[src/rtl/ifetch_pc_gen_pkg.sv]
// Shared fetch-stage definitions: fetch FSM states, reset vector, widths and
// the exception code raised for a misaligned fetch address.
package ifetch_pc_gen_pkg;

  localparam int ADDR_WIDTH = 32;
  localparam int INST_WIDTH = 32;

  localparam logic [31:0] RESET_PC = 32'h1C00_0000;

  // Exception code reported downstream when out_adef is set.
  localparam logic [5:0] ECODE_ADEF = 6'h08;

  typedef enum logic [1:0] {
    REQ  = 2'd0,
    WAIT = 2'd1,
    DROP = 2'd2
  } fetch_state_e;

endpackage

[src/rtl/ifetch_pc_gen_out_buf.sv]
// One-entry holding register between fetch and IF/ID with valid/ready
// handshake; a flush empties it regardless of any fill or drain.
module ifetch_out_buf #(
  parameter int ADDR_WIDTH = 32,
  parameter int INST_WIDTH = 32
) (
  input  logic                  clk,
  input  logic                  rst_n,
  input  logic                  flush,
  input  logic                  fill,
  input  logic [ADDR_WIDTH-1:0] fill_pc,
  input  logic [INST_WIDTH-1:0] fill_inst,
  input  logic                  fill_adef,
  input  logic                  out_ready,
  output logic                  out_valid,
  output logic [ADDR_WIDTH-1:0] out_pc,
  output logic [INST_WIDTH-1:0] out_inst,
  output logic                  out_adef,
  output logic                  buf_free
);

  assign buf_free = !out_valid || out_ready;

  // Payload is left untouched on drain/flush; only the valid bit matters then.
  always_ff @(posedge clk or negedge rst_n) begin
    if (!rst_n) begin
      out_valid <= 1'b0;
      out_pc    <= '0;
      out_inst  <= '0;
      out_adef  <= 1'b0;
    end else if (flush) begin
      out_valid <= 1'b0;
    end else if (fill) begin
      out_valid <= 1'b1;
      out_pc    <= fill_pc;
      out_inst  <= fill_inst;
      out_adef  <= fill_adef;
    end else if (out_ready) begin
      out_valid <= 1'b0;
    end
  end

endmodule

[src/rtl/ifetch_pc_gen.sv]
// Fetch PC generator: holds the fetch PC, issues one outstanding instruction
// request at a time, drops responses made stale by a redirect.
module ifetch_pc_gen #(
  parameter int                    ADDR_WIDTH = ifetch_pc_gen_pkg::ADDR_WIDTH,
  parameter int                    INST_WIDTH = ifetch_pc_gen_pkg::INST_WIDTH,
  parameter logic [ADDR_WIDTH-1:0] RESET_PC   = ifetch_pc_gen_pkg::RESET_PC
) (
  input  logic                  clk,
  input  logic                  rst_n,
  input  logic                  redirect_valid,
  input  logic [ADDR_WIDTH-1:0] redirect_pc,
  input  logic                  pred_taken,
  input  logic [ADDR_WIDTH-1:0] pred_target,
  output logic                  inst_req,
  output logic [ADDR_WIDTH-1:0] inst_addr,
  input  logic                  inst_addr_ok,
  input  logic                  inst_data_ok,
  input  logic [INST_WIDTH-1:0] inst_rdata,
  output logic                  out_valid,
  output logic [ADDR_WIDTH-1:0] out_pc,
  output logic [INST_WIDTH-1:0] out_inst,
  output logic                  out_adef,
  input  logic                  out_ready
);

  import ifetch_pc_gen_pkg::*;

  fetch_state_e          state;
  fetch_state_e          state_next;
  logic [ADDR_WIDTH-1:0] pc_q;
  logic [ADDR_WIDTH-1:0] pc_next;
  logic [ADDR_WIDTH-1:0] req_pc;
  logic [ADDR_WIDTH-1:0] req_pc_next;
  logic [ADDR_WIDTH-1:0] seq_pc;
  logic                  pc_aligned;
  logic                  buf_free;
  logic                  fill;
  logic [ADDR_WIDTH-1:0] fill_pc;
  logic [INST_WIDTH-1:0] fill_inst;
  logic                  fill_adef;

  assign pc_aligned = (pc_q[1:0] == 2'b00);
  assign seq_pc     = pc_q + ADDR_WIDTH'(4);
  assign inst_addr  = pc_q;

  // rst_n gates the request so nothing is issued while reset is held.
  assign inst_req = rst_n && (state == REQ) && buf_free && pc_aligned && !redirect_valid;

  always_comb begin
    state_next  = state;
    pc_next     = pc_q;
    req_pc_next = req_pc;
    fill        = 1'b0;
    fill_pc     = pc_q;
    fill_inst   = '0;
    fill_adef   = 1'b0;
    unique case (state)
      REQ: begin
        if (redirect_valid) begin
          pc_next = redirect_pc;
        end else if (buf_free && !pc_aligned) begin
          fill      = 1'b1;
          fill_adef = 1'b1;
        end else if (inst_req && inst_addr_ok) begin
          req_pc_next = pc_q;
          pc_next     = pred_taken ? pred_target : seq_pc;
          state_next  = WAIT;
        end
      end
      WAIT: begin
        if (redirect_valid) begin
          pc_next    = redirect_pc;
          state_next = inst_data_ok ? REQ : DROP;
        end else if (inst_data_ok) begin
          fill       = 1'b1;
          fill_pc    = req_pc;
          fill_inst  = inst_rdata;
          state_next = REQ;
        end
      end
      DROP: begin
        // The stale response still has to be swallowed even if another
        // redirect lands on the same cycle.
        if (redirect_valid) begin
          pc_next = redirect_pc;
        end
        if (inst_data_ok) begin
          state_next = REQ;
        end
      end
      default: begin
        state_next = REQ;
      end
    endcase
  end

  always_ff @(posedge clk or negedge rst_n) begin
    if (!rst_n) begin
      state  <= REQ;
      pc_q   <= RESET_PC;
      req_pc <= '0;
    end else begin
      state  <= state_next;
      pc_q   <= pc_next;
      req_pc <= req_pc_next;
    end
  end

  ifetch_out_buf #(
    .ADDR_WIDTH(ADDR_WIDTH),
    .INST_WIDTH(INST_WIDTH)
  ) u_out_buf (
    .clk       (clk),
    .rst_n     (rst_n),
    .flush     (redirect_valid),
    .fill      (fill),
    .fill_pc   (fill_pc),
    .fill_inst (fill_inst),
    .fill_adef (fill_adef),
    .out_ready (out_ready),
    .out_valid (out_valid),
    .out_pc    (out_pc),
    .out_inst  (out_inst),
    .out_adef  (out_adef),
    .buf_free  (buf_free)
  );

endmodule

[config.mk]
export PLATFORM = sky130hd
export DESIGN_NAME = ifetch_pc_gen
export DESIGN_NICKNAME = d
export VERILOG_FILES = /design/src/rtl/ifetch_pc_gen_pkg.sv /design/src/rtl/ifetch_pc_gen_out_buf.sv /design/src/rtl/ifetch_pc_gen.sv
export SDC_FILE = /design/constraint.sdc
export NUM_CORES = 1
export LEC_CHECK = 0
export BUFFER_PORTS_ARGS = -buffer_cell sky130_fd_sc_hd__buf_2
export CAP_MARGIN = 15
export CORE_MARGIN = 2
export CORE_UTILIZATION = 30
export CTS_BUF_LIST = sky130_fd_sc_hd__clkbuf_4 sky130_fd_sc_hd__clkbuf_8
export CTS_CLUSTER_DIAMETER = 60
export DETAILED_ROUTE_END_ITERATION = 8
export GPL_ROUTABILITY_DRIVEN = 0
export GPL_TIMING_DRIVEN = 0
export HOLD_SLACK_MARGIN = 0.02
export PLACE_DENSITY = 0.62
export SETUP_SLACK_MARGIN = 0.3
export SLEW_MARGIN = 10
export SYNTH_ARGS = -nofsm -noshare
export SYNTH_HDL_FRONTEND = slang
export SYNTH_SLANG_ARGS = --single-unit
[constraint.sdc]
create_clock -name clk -period 2.45 [get_ports clk]
set_input_delay 0.6125 -clock clk [delete_from_list [all_inputs] [get_ports clk]]
set_output_delay 0.6125 -clock clk [all_outputs]
set_load 0.02 [all_outputs]
==> summary.txt <==
Logic synthesis
  • Post-synth EDFFs: 0
  • Gate count after technology mapping: 667
  • Synthesized-area fraction occupied by adder cells: 0.978%
  • Most instantiated library cell after synthesis: sky130_fd_sc_hd__nand2_1
  • Multiplexer fraction of the synthesized cell area: 6.47%
  • Register bit total from synthesis: 132
  • Share of synthesized cell area in and, or, nand and nor gates: 17.0%
  • Post-synth top flop: sky130_fd_sc_hd__dfrtp_1
  • Syn Std Cell Area: 6400 sq um
  • Combinational family with the most area after synthesis: compound AO/OA/AOI/OAI gates
  • Synth Net Count: 775
  • Count of cell types in the netlist: 59
  • Yosys warning count: 0
  • Mean area per synthesized cell: 9.59 sq um
  • Cell type with the highest aggregate area in the netlist: sky130_fd_sc_hd__dfrtp_1
  • Most frequent cells after synthesis: sky130_fd_sc_hd__nand2_1, sky130_fd_sc_hd__dfrtp_1, sky130_fd_sc_hd__o21ai_0
  • Share of the synthesized area in the top cell type: 50.5%
  • Xor and xnor area share after synthesis: 1.78%
  • Fraction of synthesis flops using an asynchronous set or reset pin: 100%
  • Compound-cell area share of the yosys netlist: 18.5%
  • Synth top area cells: sky130_fd_sc_hd__dfrtp_1, sky130_fd_sc_hd__nand2_1, sky130_fd_sc_hd__mux2i_1, sky130_fd_sc_hd__o21ai_0, sky130_fd_sc_hd__a22o_1
  • Proportion of synthesized chip area in sequential cells: 51.7%

Detailed routing
  • Total detailed-routing wirelength: 24500 um
  • Average wire per cell in the routed design: 20.1 um
  • First-pass iteration count of the detailed router: 6
  • Number of vias after detailed routing: 6386
  • Residual DRC count: 0
  • Final antenna-violating net count: 0
  • First-iteration detailed-routing DRC count: 454
  • Routed via count divided by cell count: 5.23

Critical path
  • Worst endpoint data arrival time: 1.64 ns
  • Library cell contributing the largest single delay on the critical path: sky130_fd_sc_hd__dfrtp_1
  • Critical Path Max Stage Delay: 0.41 ns
  • CP Launch Type: flop
  • Critical path class: flop to primary output
  • Critical-path maximum fanout: 3
  • Required time reported for the critical path endpoint: 1.84 ns
  • Cell chain of the critical path: inv_2 -> ha_4 -> nand2b_4 -> nor4b_4 -> buf_4
  • Kind of capture point of the worst setup path: primary output
  • Buffers plus inverters on the worst setup path: 2
  • CP delay by family, top: flip-flops

Timing
  • Clock period minus worst slack: 2.25 ns
  • Max Clk Rate: 445 MHz
  • Count of final setup violators: 0
  • Final Slew Violations: 0
  • Fin Clk Skew: 0.0129 ns
  • Unrepaired setup endpoints after global routing: true
  • Worst hold slack across all endpoints: 0.105 ns
  • PnR worst setup slack: 0.202 ns
  • Actual transition at the worst max-transition pin: 0.778 ns
  • Final Hold Fails: 0
  • Fraction of the cycle the final worst path needs: 91.8%
  • Remaining max-slew budget at the tightest pin: 48.2%

Clock tree
  • Clock sink count: 132
  • Number of buffers added by the clock tree synthesis step: 17
  • Clock-pin slew reported for the worst setup and hold paths after clock tree synthesis: 0.08 ns
  • Max H-tree Level: 4
  • Root buffer cell: sky130_fd_sc_hd__clkbuf_8
  • Worst skew pair latency: 0.46 ns
  • Clock tree from TritonCTS: done
  • Clk buf depth: 2

Final layout
  • Post-layout net count: 1040
  • Synthesis-to-finish area growth: 40.9%
  • Post-layout instance area: 9010 sq um
  • Number of antenna repair diodes: 0
  • Share of cells above drive strength 1: 38.6%
  • Utilization of the core after routing: 43.0%

Place
  • Post-detailed-placement cell area: 7820 sq um
  • DP Wirelength: 16400 um
  • PortBufs: 199
  • Worst setup slack before clock tree synthesis: -1.57 ns

Power
  • Peak supply drop: 0.462 mV
  • Cell Pwr Density: 1290 nW/um^2
  • Leak Pwr: 0.00462 uW

Global routing
  • Via count of the first global-routing pass: 6243
  • Wire length of the first global-routing pass: 36400 um
  • Initial antenna violation count: 0
  • Remaining global-route overflow: 0
  • Pin count of the biggest net entering global routing: 43
  • All-Layer GR Usage: 21.6%

Die
  • Core Box Area: 21000 sq um
  • Area of the die: 22500 sq um
  • Die span in x: 150 um
  • Die extent in y: 150 um
  • Standard-cell rows: 53
  • Initial core utilization: 30.5%
  • Number of primary I/O pins: 202

Worst hold path
  • Hold Path Class: input port to async pin

Status
  • Run status: completed

Flow run
  • Max-cap violation count: 0
[flip-flops by register name, summed over array words and instances (netlist names)]
| name | cells |
|---|---|
| inst_addr | 32 |
| req_pc | 32 |
| u_out_buf.out_inst | 32 |
| u_out_buf.out_pc | 32 |
| state | 2 |
| u_out_buf.out_adef | 1 |
| u_out_buf.out_valid | 1 |
[worst reg2reg max path, stage by stage, from the launching register on]
cell and delay (ns):
sky130_fd_sc_hd__dfrtp_1 0.39, sky130_fd_sc_hd__inv_2 0.07, sky130_fd_sc_hd__ha_4 0.17, sky130_fd_sc_hd__buf_4 0.13, sky130_fd_sc_hd__o21a_1 0.23, sky130_fd_sc_hd__a41oi_4 0.23
sky130_fd_sc_hd__buf_4 0.16, sky130_fd_sc_hd__nor3_4 0.04, sky130_fd_sc_hd__buf_4 0.17, sky130_fd_sc_hd__a221oi_1 0.32, sky130_fd_sc_hd__o21ai_1 0.11
[area by class of cell]
class / instances / area (sq um)
timing repair buffer: 246 / 1490
inverter: 13 / 48.8
clock inverter: 13 / 156
fill: 2083 / 11900
buffer: 47 / 263
sequential: 132 / 3320
tap: 275 / 344
clock buffer: 19 / 262
multi-input combinational: 475 / 3130
[cell usage in the layout (no fill, tap or decap), types with 15 or more instances in the layout]
cell type,Yosys,final
sky130_fd_sc_hd__nor2_1,20,19
sky130_fd_sc_hd__a22o_1,34,34
sky130_fd_sc_hd__buf_2,2,202
sky130_fd_sc_hd__a21oi_1,28,27
sky130_fd_sc_hd__buf_4,0,42
sky130_fd_sc_hd__mux2i_1,38,38
sky130_fd_sc_hd__clkbuf_8,0,19
sky130_fd_sc_hd__clkbuf_2,0,17
sky130_fd_sc_hd__o21ai_0,66,64
sky130_fd_sc_hd__dfrtp_1,129,116
sky130_fd_sc_hd__nand2_1,146,143
sky130_fd_sc_hd__clkbuf_1,43,15
[power by group]
group / total [uW] / internal (uW) / switching (uW) / leakage (uW)
clock: 1980 / 1050 / 921 / 0.000200
sequential: 3900 / 3160 / 739 / 0.00166
combinational: 5790 / 2220 / 3570 / 0.00276
[layer usage]
| metal | global-route usage (%) | wire (um) |
|---|---|---|
| met3 | 5.06 | 2070 |
| met2 | 34.9 | 11400 |
| met5 | 0 | 0 |
| met1 | 28.4 | 10500 |
| met4 | 7.92 | 628 |
[path summary, 6_finish.rpt]
kind	startpoint	endpoint	slack, ns	depth (start not counted)
worst max-delay path	state[0]	inst_req	0.20	5
worst min-delay path	rst_n	inst_addr[9]	0.10	2
worst max register to register	state[0]	inst_addr[31]	0.29	10
worst min register to register	req_pc[10]	req_pc[10]	0.48	2
max in group asynchronous	rst_n	inst_addr[2]	2.03	2
min in group clk	inst_rdata[26]	u_out_buf.out_inst[26]	0.38	2
[through the flow]
step / setup TNS [ns] / cells / power (uW)
final: 0 / 1220 / 11700
after global routing: 0 / 1220 / 12500
after CTS: 0 / 1201 / 11400
after detailed placement: -96.11 / 1142 / 8940
after global placement: -364.87 / 1141 / 8840
after floorplan: 0 / 667 / 6990
[what timing repair did]
| action | 4_1_cts | 5_1_grt |
|---|---|---|
| cloned | 2 | 1 |
| endpoints found under the setup margin | 133 | 112 |
| hold buffers | 1 | 0 |
| pin swaps | 9 | 10 |
| resized for setup | 62 | 49 |
| buffers inserted | 24 | 18 |
| hold endpoints to repair | 41 | 0 |
[cell families (layout without fill, tap and decap cells)]
kind of cell    count (synthesis)  in the layout
fa+ha+maj                       5              5
xor+xnor                       13             13
mux                            41             41
buf+inv                        60            338
flops                         132            132
simple gates                  236            236
compound gates                180            180
Note: power is estimated with default switching activity, not from simulation.
